**config.mk**
```make
export PLATFORM = sky130hd
export DESIGN_NAME = game_flow_ctrl
export DESIGN_NICKNAME = d
export VERILOG_FILES = /design/src/rtl/game_pkg.sv /design/src/rtl/game_flow_ctrl_frame_timer.sv /design/src/rtl/game_flow_ctrl.sv
export SDC_FILE = /design/constraint.sdc
export NUM_CORES = 1
export LEC_CHECK = 0
export CAP_MARGIN = 40
export CORE_UTILIZATION = 53
export DETAILED_ROUTE_END_ITERATION = 8
export GPL_TIMING_DRIVEN = 0
export PLACE_DENSITY = 0.86
export SYNTH_ARGS = -nofsm -noshare
export SYNTH_HDL_FRONTEND = slang
export SYNTH_HIERARCHICAL = 1
export SYNTH_SLANG_ARGS = --single-unit
```
**constraint.sdc**
```tcl
create_clock -name frame_clk -period 4.68 [get_ports frame_clk]
set_clock_uncertainty 0.15 [all_clocks]
set_input_delay 0.468 -clock frame_clk [delete_from_list [all_inputs] [get_ports frame_clk]]
set_output_delay 0.468 -clock frame_clk [all_outputs]
set_load 0.01 [all_outputs]
```
**src/rtl/game_pkg.sv**
```systemverilog
// game_pkg: shared FSM state encoding, keycodes and helpers for the game flow controller.
package game_pkg;
  typedef enum logic [2:0] {
    IDLE    = 3'd0,
    PLAY    = 3'd1,
    EXPLODE = 3'd2,
    RESPAWN = 3'd3,
    OVER    = 3'd4
  } game_state_t;
  localparam logic [7:0] KEY_ENTER = 8'h28;
  localparam logic [7:0] KEY_A     = 8'h04;
  localparam logic [7:0] KEY_D     = 8'h07;
  localparam logic [7:0] KEY_W     = 8'h1A;
  localparam logic [7:0] KEY_S     = 8'h16;
  function automatic logic [2:0] popcount4(input logic [3:0] v);
    return 3'(v[0]) + 3'(v[1]) + 3'(v[2]) + 3'(v[3]);
  endfunction
endpackage

```
**src/rtl/game_flow_ctrl_frame_timer.sv**
```systemverilog
// frame_timer: loadable per-frame down-counter with a zero flag; load wins over decrement.
module frame_timer #(
  parameter int W = 8
) (
  input  logic         clk,
  input  logic         rst,
  input  logic         load,
  input  logic [W-1:0] load_val,
  input  logic         dec,
  output logic [W-1:0] cnt,
  output logic         zero
);
  always_ff @(posedge clk or posedge rst)
    if (rst) cnt <= '0;
    else if (load) cnt <= load_val;
    else if (dec && cnt != '0) cnt <= cnt - 1'b1;
  assign zero = cnt == '0;
endmodule

```
**src/rtl/game_flow_ctrl.sv**
```systemverilog
// game_flow_ctrl: frame-rate game FSM (idle/play/explode/respawn/over) with lives, score and invulnerability.
// Define HIGH_SCORE_EN to add a hi_score output latched on entry to OVER.
module game_flow_ctrl
  import game_pkg::*;
#(
  parameter int LIVES_INIT     = 3,
  parameter int EXPLODE_FRAMES = 30,
  parameter int INVULN_FRAMES  = 90
) (
  input  logic        frame_clk,
  input  logic        Reset,
  input  logic [24:0] keycode,
  input  logic        ship_hit,
  input  logic [3:0]  enemy_pass,
  output logic        ship_rst,
  output logic        spawn_en,
  output logic        invuln,
  output logic [1:0]  lives,
  output logic [15:0] score,
  output logic [2:0]  game_state,
  output logic [4:0]  explode_cnt
`ifdef HIGH_SCORE_EN
  ,
  output logic [15:0] hi_score
`endif
);
  game_state_t state, next;
  logic        key_prev, enter_now, start_key;
  logic        game_start, hit_now, exp_zero, inv_zero;
  logic [4:0]  exp_left;
  logic [7:0]  inv_left;
  logic [16:0] sum;
  logic        key_unused;
  assign key_unused = &{1'b1, keycode[24]};
  assign enter_now  = (keycode[7:0] == KEY_ENTER) | (keycode[15:8] == KEY_ENTER) | (keycode[23:16] == KEY_ENTER);
  assign start_key  = enter_now & ~key_prev;
  assign hit_now    = ship_hit & ~invuln;
  assign game_start = (state == IDLE) & (next == PLAY);
  always_comb begin
    next = state;
    unique case (state)
      IDLE:    next = start_key ? PLAY : IDLE;
      PLAY:    next = hit_now ? EXPLODE : PLAY;
      EXPLODE: next = !exp_zero ? EXPLODE : (lives == 2'd0 ? OVER : RESPAWN);
      RESPAWN: next = PLAY;
      OVER:    next = start_key ? IDLE : OVER;
      default: next = IDLE;
    endcase
  end
  always_ff @(posedge frame_clk or posedge Reset)
    if (Reset) state <= IDLE;
    else state <= next;
  frame_timer #(.W(5)) u_explode (
    .clk(frame_clk), .rst(Reset),
    .load((state == PLAY) & hit_now), .load_val(5'(EXPLODE_FRAMES - 1)),
    .dec(state == EXPLODE), .cnt(exp_left), .zero(exp_zero)
  );
  frame_timer #(.W(8)) u_invuln (
    .clk(frame_clk), .rst(Reset),
    .load(state == RESPAWN), .load_val(8'(INVULN_FRAMES)),
    .dec(state == PLAY), .cnt(inv_left), .zero(inv_zero)
  );
  assign sum = {1'b0, score} + 17'(popcount4(enemy_pass));
  // key history resets to "pressed" so a key held across reset never counts as a new press
  always_ff @(posedge frame_clk or posedge Reset)
    if (Reset) begin
      key_prev <= 1'b1;
      lives    <= '0;
      score    <= '0;
      ship_rst <= 1'b0;
    end else begin
      key_prev <= enter_now;
      ship_rst <= game_start | (next == RESPAWN);
      if (game_start) begin
        lives <= 2'(LIVES_INIT);
        score <= '0;
      end else if (state == PLAY) begin
        score <= sum[16] ? 16'hFFFF : sum[15:0];
        if (hit_now && lives != 2'd0) lives <= lives - 2'd1;
      end
    end
`ifdef HIGH_SCORE_EN
  always_ff @(posedge frame_clk or posedge Reset)
    if (Reset) hi_score <= '0;
    else if (state == EXPLODE && next == OVER && score > hi_score) hi_score <= score;
`endif
  assign spawn_en    = state == PLAY;
  assign invuln      = ~inv_zero;
  assign game_state  = state;
  assign explode_cnt = (state == EXPLODE) ? 5'(EXPLODE_FRAMES - 1) - exp_left : 5'd0;
endmodule

```
======== Yosys cells after proc, flatten, opt, wreduce, memory -nomap -nowiden ========
Cells that the tools add are included.
word-level totals
  register bits ........................... 36
  latch bits .............................. 0
  memory bits (writable) .................. 0
  memory bits (read-only) ................. 0
  input bits .............................. 32
  output and inout bits ................... 29
  logic and storage cells ................. 65
  memories kept ........................... 0
operators by class
  add/sub/neg operators ................... 8
  $mul .................................... 0
  divide/modulo/power cells ............... 0
  $lt $le $gt $ge ......................... 0
  eq/ne operators ......................... 9
  shifts and indexed selects .............. 0
  mux-type cells .......................... 17
  bitwise gates (word level) .............. 9
  reduce and logical (&&, ||, !) cells .... 15
operators by type and width
  kind                                                                count
  16-bit 2-to-1 mux                                                   3
  8-bit by 6-bit == test with 1-bit output, second input constant     3
  16-bit by 3-bit adder with 17-bit output                            1
  8-bit 2-to-1 mux                                                    2
  5-bit 2-to-1 mux                                                    3
  3-bit one-hot mux with 5 select lines                               1
  2-bit nonzero test                                                  5
  3-bit by 2-bit == test with 1-bit output, second input constant     3
  3-bit 2-to-1 mux                                                    3
  8-bit zero test                                                     1
  2-bit 2-to-1 mux                                                    4
  8-bit nonzero test                                                  1
  8-bit by 1-bit subtractor with 8-bit output, second input constant  1
  3-bit by 1-bit == test with 1-bit output, second input constant     2
  5-bit zero test                                                     1
  5-bit nonzero test                                                  1
  5-bit by 1-bit subtractor with 5-bit output, second input constant  1
  5-bit subtractor, first input constant                              1
  1-bit AND                                                           4
  2-bit by 1-bit adder with 3-bit output                              1
  3-bit by 1-bit adder with 3-bit output                              1
  3-bit == test, second input constant                                1
  1-bit logical AND                                                   3
  3-bit zero test                                                     1
  other kinds (7)                                                     10

======== Logic depth before layout (Yosys ltp) ========
  word-level depth ........................ 10
  mapped depth ............................ 9
  mapped depth without buffers ............ 9

======== Modules after synthesis ========
Netlist, hierarchy kept.
by module, submodules not included
  module                   instances  cells an instance  area each (sq um)  seq. area each (sq um)
  game_flow_ctrl           1          161                1522.7             576.8
  frame_timer (u_invuln)   1          53                 495.5              200.2
  frame_timer (u_explode)  1          33                 302.8              125.1

======== Worst setup path after synthesis ========
No wires, ideal clock.
  path kind ............................... input -> register
  from .................................... in enemy_pass[0]
  to ...................................... reg score[11]
  library setup time ...................... 0.082 ns
  arrival time ............................ 2.549 ns
  data required time ...................... 4.448 ns
  path slack .............................. 1.899 ns
  cell stages on the path ................. 9
  path buffers ............................ 0
  cell sequence ........................... fa_1 > inv_1 > fa_1 > inv_1 > fa_1 > nand2_1 > nor4_1 > nand2_1 > a31oi_1
between the ends
  cells in the longest elaborated chain, start to end .. 7
ends and longest elaborated chain
  element                                   RTL line              source
  start, declared                           game_flow_ctrl.sv:14  input logic [3:0] enemy_pass,
  1-bit by 1-bit adder with 2-bit output    game_pkg.sv:16        return 3'(v[0]) + 3'(v[1]) + 3'(v[2]) + 3'(v[3]);
  2-bit by 1-bit adder with 3-bit output    game_pkg.sv:16
  3-bit by 1-bit adder with 3-bit output    game_pkg.sv:16
  16-bit by 3-bit adder with 17-bit output  game_flow_ctrl.sv:63  assign sum = {1'b0, score} + 17'(popcount4(enemy_pass));
  16-bit 2-to-1 mux                         game_flow_ctrl.sv:78  score <= sum[16] ? 16'hFFFF : sum[15:0];
  16-bit 2-to-1 mux                         game_flow_ctrl.sv:77  end else if (state == PLAY) begin
  16-bit 2-to-1 mux                         game_flow_ctrl.sv:74  if (game_start) begin
  end signal, assigned                      game_flow_ctrl.sv:78
  end, declared                             game_flow_ctrl.sv:19  output logic [15:0] score,
Every way passes these cells. The select of a mux whose other input is x is not followed.
A chain may end at the register's enable or synchronous reset.

======== Worst setup path in the final report ========
  from .................................... in enemy_pass[0]
  to ...................................... reg score[5]
Same word-level chain as after synthesis.

==> out/metrics.cfg <==
[cts]
insertion_delay_ps = 300
clk_pin_slew_ps = 80
cts_sinks = 36
root_buffer = clkbuf_8
cts_tree = yes
ctsResizeCount = 0
clk_path_buf_depth = 2
htree_num_levels = 2
cts_buffers = 5
post-cts-setup-buffers = 0
hold_buffers = 0

[logic_synthesis]
synthFlopType = dfrtp_1
async_reset_ff_share_pct = 100
yosysUniqueCellTypes = 60
avgSynthCellArea_sq_um = 9.40
synth-edff-count = 0
syn_area_sq_mm = 0.00232
synth.area.top_cells = dfrtp_1 38%, nand2_1 3.7%, inv_1 3.4%
synth_top_area_share_pct = 37.7
netlist_instances = 247
synth_top_cell_by_area = dfrtp_1
ys_seq_area_share_pct = 38.9
synthTopCellsByCount = 35 x dfrtp_1, 23 x nand2_1, 21 x inv_1, 14 x nor2_1, 13 x a21oi_1
ys_ff_latch = 36
yosysMostFrequentCell = dfrtp_1
ys_warn_count = 6

[floorplanning]
die_h_microns = 68.2
fp.dieW_microns = 68.2
core_sq_mm = 0.00412
rows = 23
initial_core_util_pct = 56.4
io_pins = 61
fp.dieArea_sq_mm = 0.00465

[route]
drt_iter0_markers = 281
viasPerCell = 5.77
drc = 0
drt_pass1_iterations = 4
vias = 2168
ant_nets = 0
wl_mm = 5.62
wire_per_inst_microns = 14.9

[run_status]
status = completed

[layout]
final_net_count = 366
post_layout_nonfiller_instances = 376
final_core_util_pct = 76.1
synthToLayoutAreaGrowth_pct = 34.9
drive_above_1_share_pct = 7.98
diodes = 0

[setup_path]
critical_path_arrival_ps = 3330
start_kind = primary input
critPathKind = in2reg
critPathCaptureType = register
critical_path_required_ps = 4750
cp_max_fo = 9

[placement]
dpl.cell_count = 368
hpwl_mm = 4.28
port_buffers = 59
preCtsSetupSlack_ps = 1130
place_congestion = 0.822

[sta]
hold_viol_final = 0
worst_pin_slew_ps = 647
finalCritPeriodShare_pct = 69.7
slew_viol_final = 0
rsz0062_at_grt = false
setup_violations = 0
fin_ws_ps = 1420
fin_crit_ps = 3260
finalSetupTns_ps = 0
slew_headroom_pct = 56.3
clock.fmax_mhz = 307

[grt]
grt_use_met3_pct = 5.33
grtUsageMet1_pct = 34.1
grt_overflow = 0
busiest_layer = met2
grt.total_usage_pct = 27.4
antenna_found_initial = 0
grtUsageMet2_pct = 46.6
grt_max_degree = 19
grt_pass1_wl_mm = 9.41
first_global_vias = 2099

[power]
power.density_mw_per_mm2 = 208
ir_worst_vdd_v = 0.000155
p_leak_nw = 1.26

[min_path]
hold_path.class = in2async

[run]
maxCapViolCount = 0

## power breakdown
group | leakage (nW) | internal, W | switching, W
combinational | 0.781 | 0.0000554 | 0.0000390
clock | 0.0479 | 0.000104 | 0.000122
sequential | 0.429 | 0.000319 | 0.0000107
total | 1.26 | 0.000478 | 0.000172
## registers in the layout, indices dropped and copies added (netlist names)
name           count
score             16
u_invuln/cnt       8
u_explode/cnt      5
game_state         3
lives              2
key_prev           1
ship_rst           1
## cell families after synthesis
logic type               synth area share, %
buffers and inverters                   5.01
flip-flops                              38.9
AND/OR/NAND/NOR                         26.7
multiplexers                           0.916
XOR/XNOR                                3.02
AO/OA/AOI/OAI                           19.3
other                                  0.324
adder cells (fa/ha/maj)                 5.82
## layout make-up
type	instances	area (sq um)
plain buffers	6	37.5
multi-input cells	195	1340
repair buffers	60	618
well taps	50	62.6
flip-flops and latches	36	902
inverters	21	78.8
fillers	299	985
clock buffers	5	68.8
clock inverters	3	18.8
## worst paths after layout
check                                       startpoint                           end  slack, ps  cells past startpoint
hold / removal                                   Reset  u_explode/cnt[0]$_DFFE_PP0P_        280                      2
min in group frame_clk            lives[1]$_DFFE_PP0P_          lives[1]$_DFFE_PP0P_        380                      1
max in group asynchronous                        Reset          score[1]$_DFFE_PP0P_       3650                      3
setup / recovery                         enemy_pass[0]          score[5]$_DFFE_PP0P_       1420                     10
hold reg to reg                   lives[1]$_DFFE_PP0P_          lives[1]$_DFFE_PP0P_        380                      1
setup reg to reg           u_invuln/cnt[0]$_DFFE_PP0P_          lives[1]$_DFFE_PP0P_       2120                      7
## stage by stage
stage                     cell area, sq um  hold slack, ps  power, W
after global routing                  3130             333  0.000683
after floorplan                       2360            96.5  0.000377
after detailed placement              3040             369  0.000430
after CTS                             3130             286  0.000657
after global placement                3020             352  0.000423
final                                 3130             283  0.000650
## worst max-delay path: stages
cell and delay (ps):
clkdlybuf4s50_1 430, fa_1 550, inv_1 50, fa_1 370, inv_1 80, fa_1 210, nand2_1 130, nor4_1 480
nand2_1 330, a31oi_1 230
## layout by cell type (no fill, tap or decap), types with 5 or more instances in the layout
| cell type | synthesis | routed |
|---|---|---|
| clkdlybuf4s50_1 | 0 | 59 |
| dfrtp_1 | 35 | 35 |
| nand2_1 | 23 | 23 |
| inv_1 | 21 | 21 |
| nor2_1 | 14 | 14 |
| a21oi_1 | 13 | 13 |
| conb_1 | 2 | 13 |
| nand3_1 | 11 | 11 |
| a31oi_1 | 9 | 9 |
| o21ai_0 | 8 | 8 |
| nor4b_1 | 7 | 7 |
| o31ai_1 | 6 | 6 |
| and3_1 | 6 | 6 |
| ha_1 | 6 | 6 |
| nor2b_1 | 5 | 5 |
| nor3_1 | 5 | 5 |
| a211oi_1 | 5 | 5 |
| clkbuf_8 | 0 | 5 |
## routing by layer
layer,up-vias,share of wire [%],routed length [microns]
met5,-,0,0
met4,0,1.6,88
met3,8,5.7,321
met2,89,49,2760
met1,1020,44,2450
li1,1051,-,-
(Power assumes the default switching activity.)
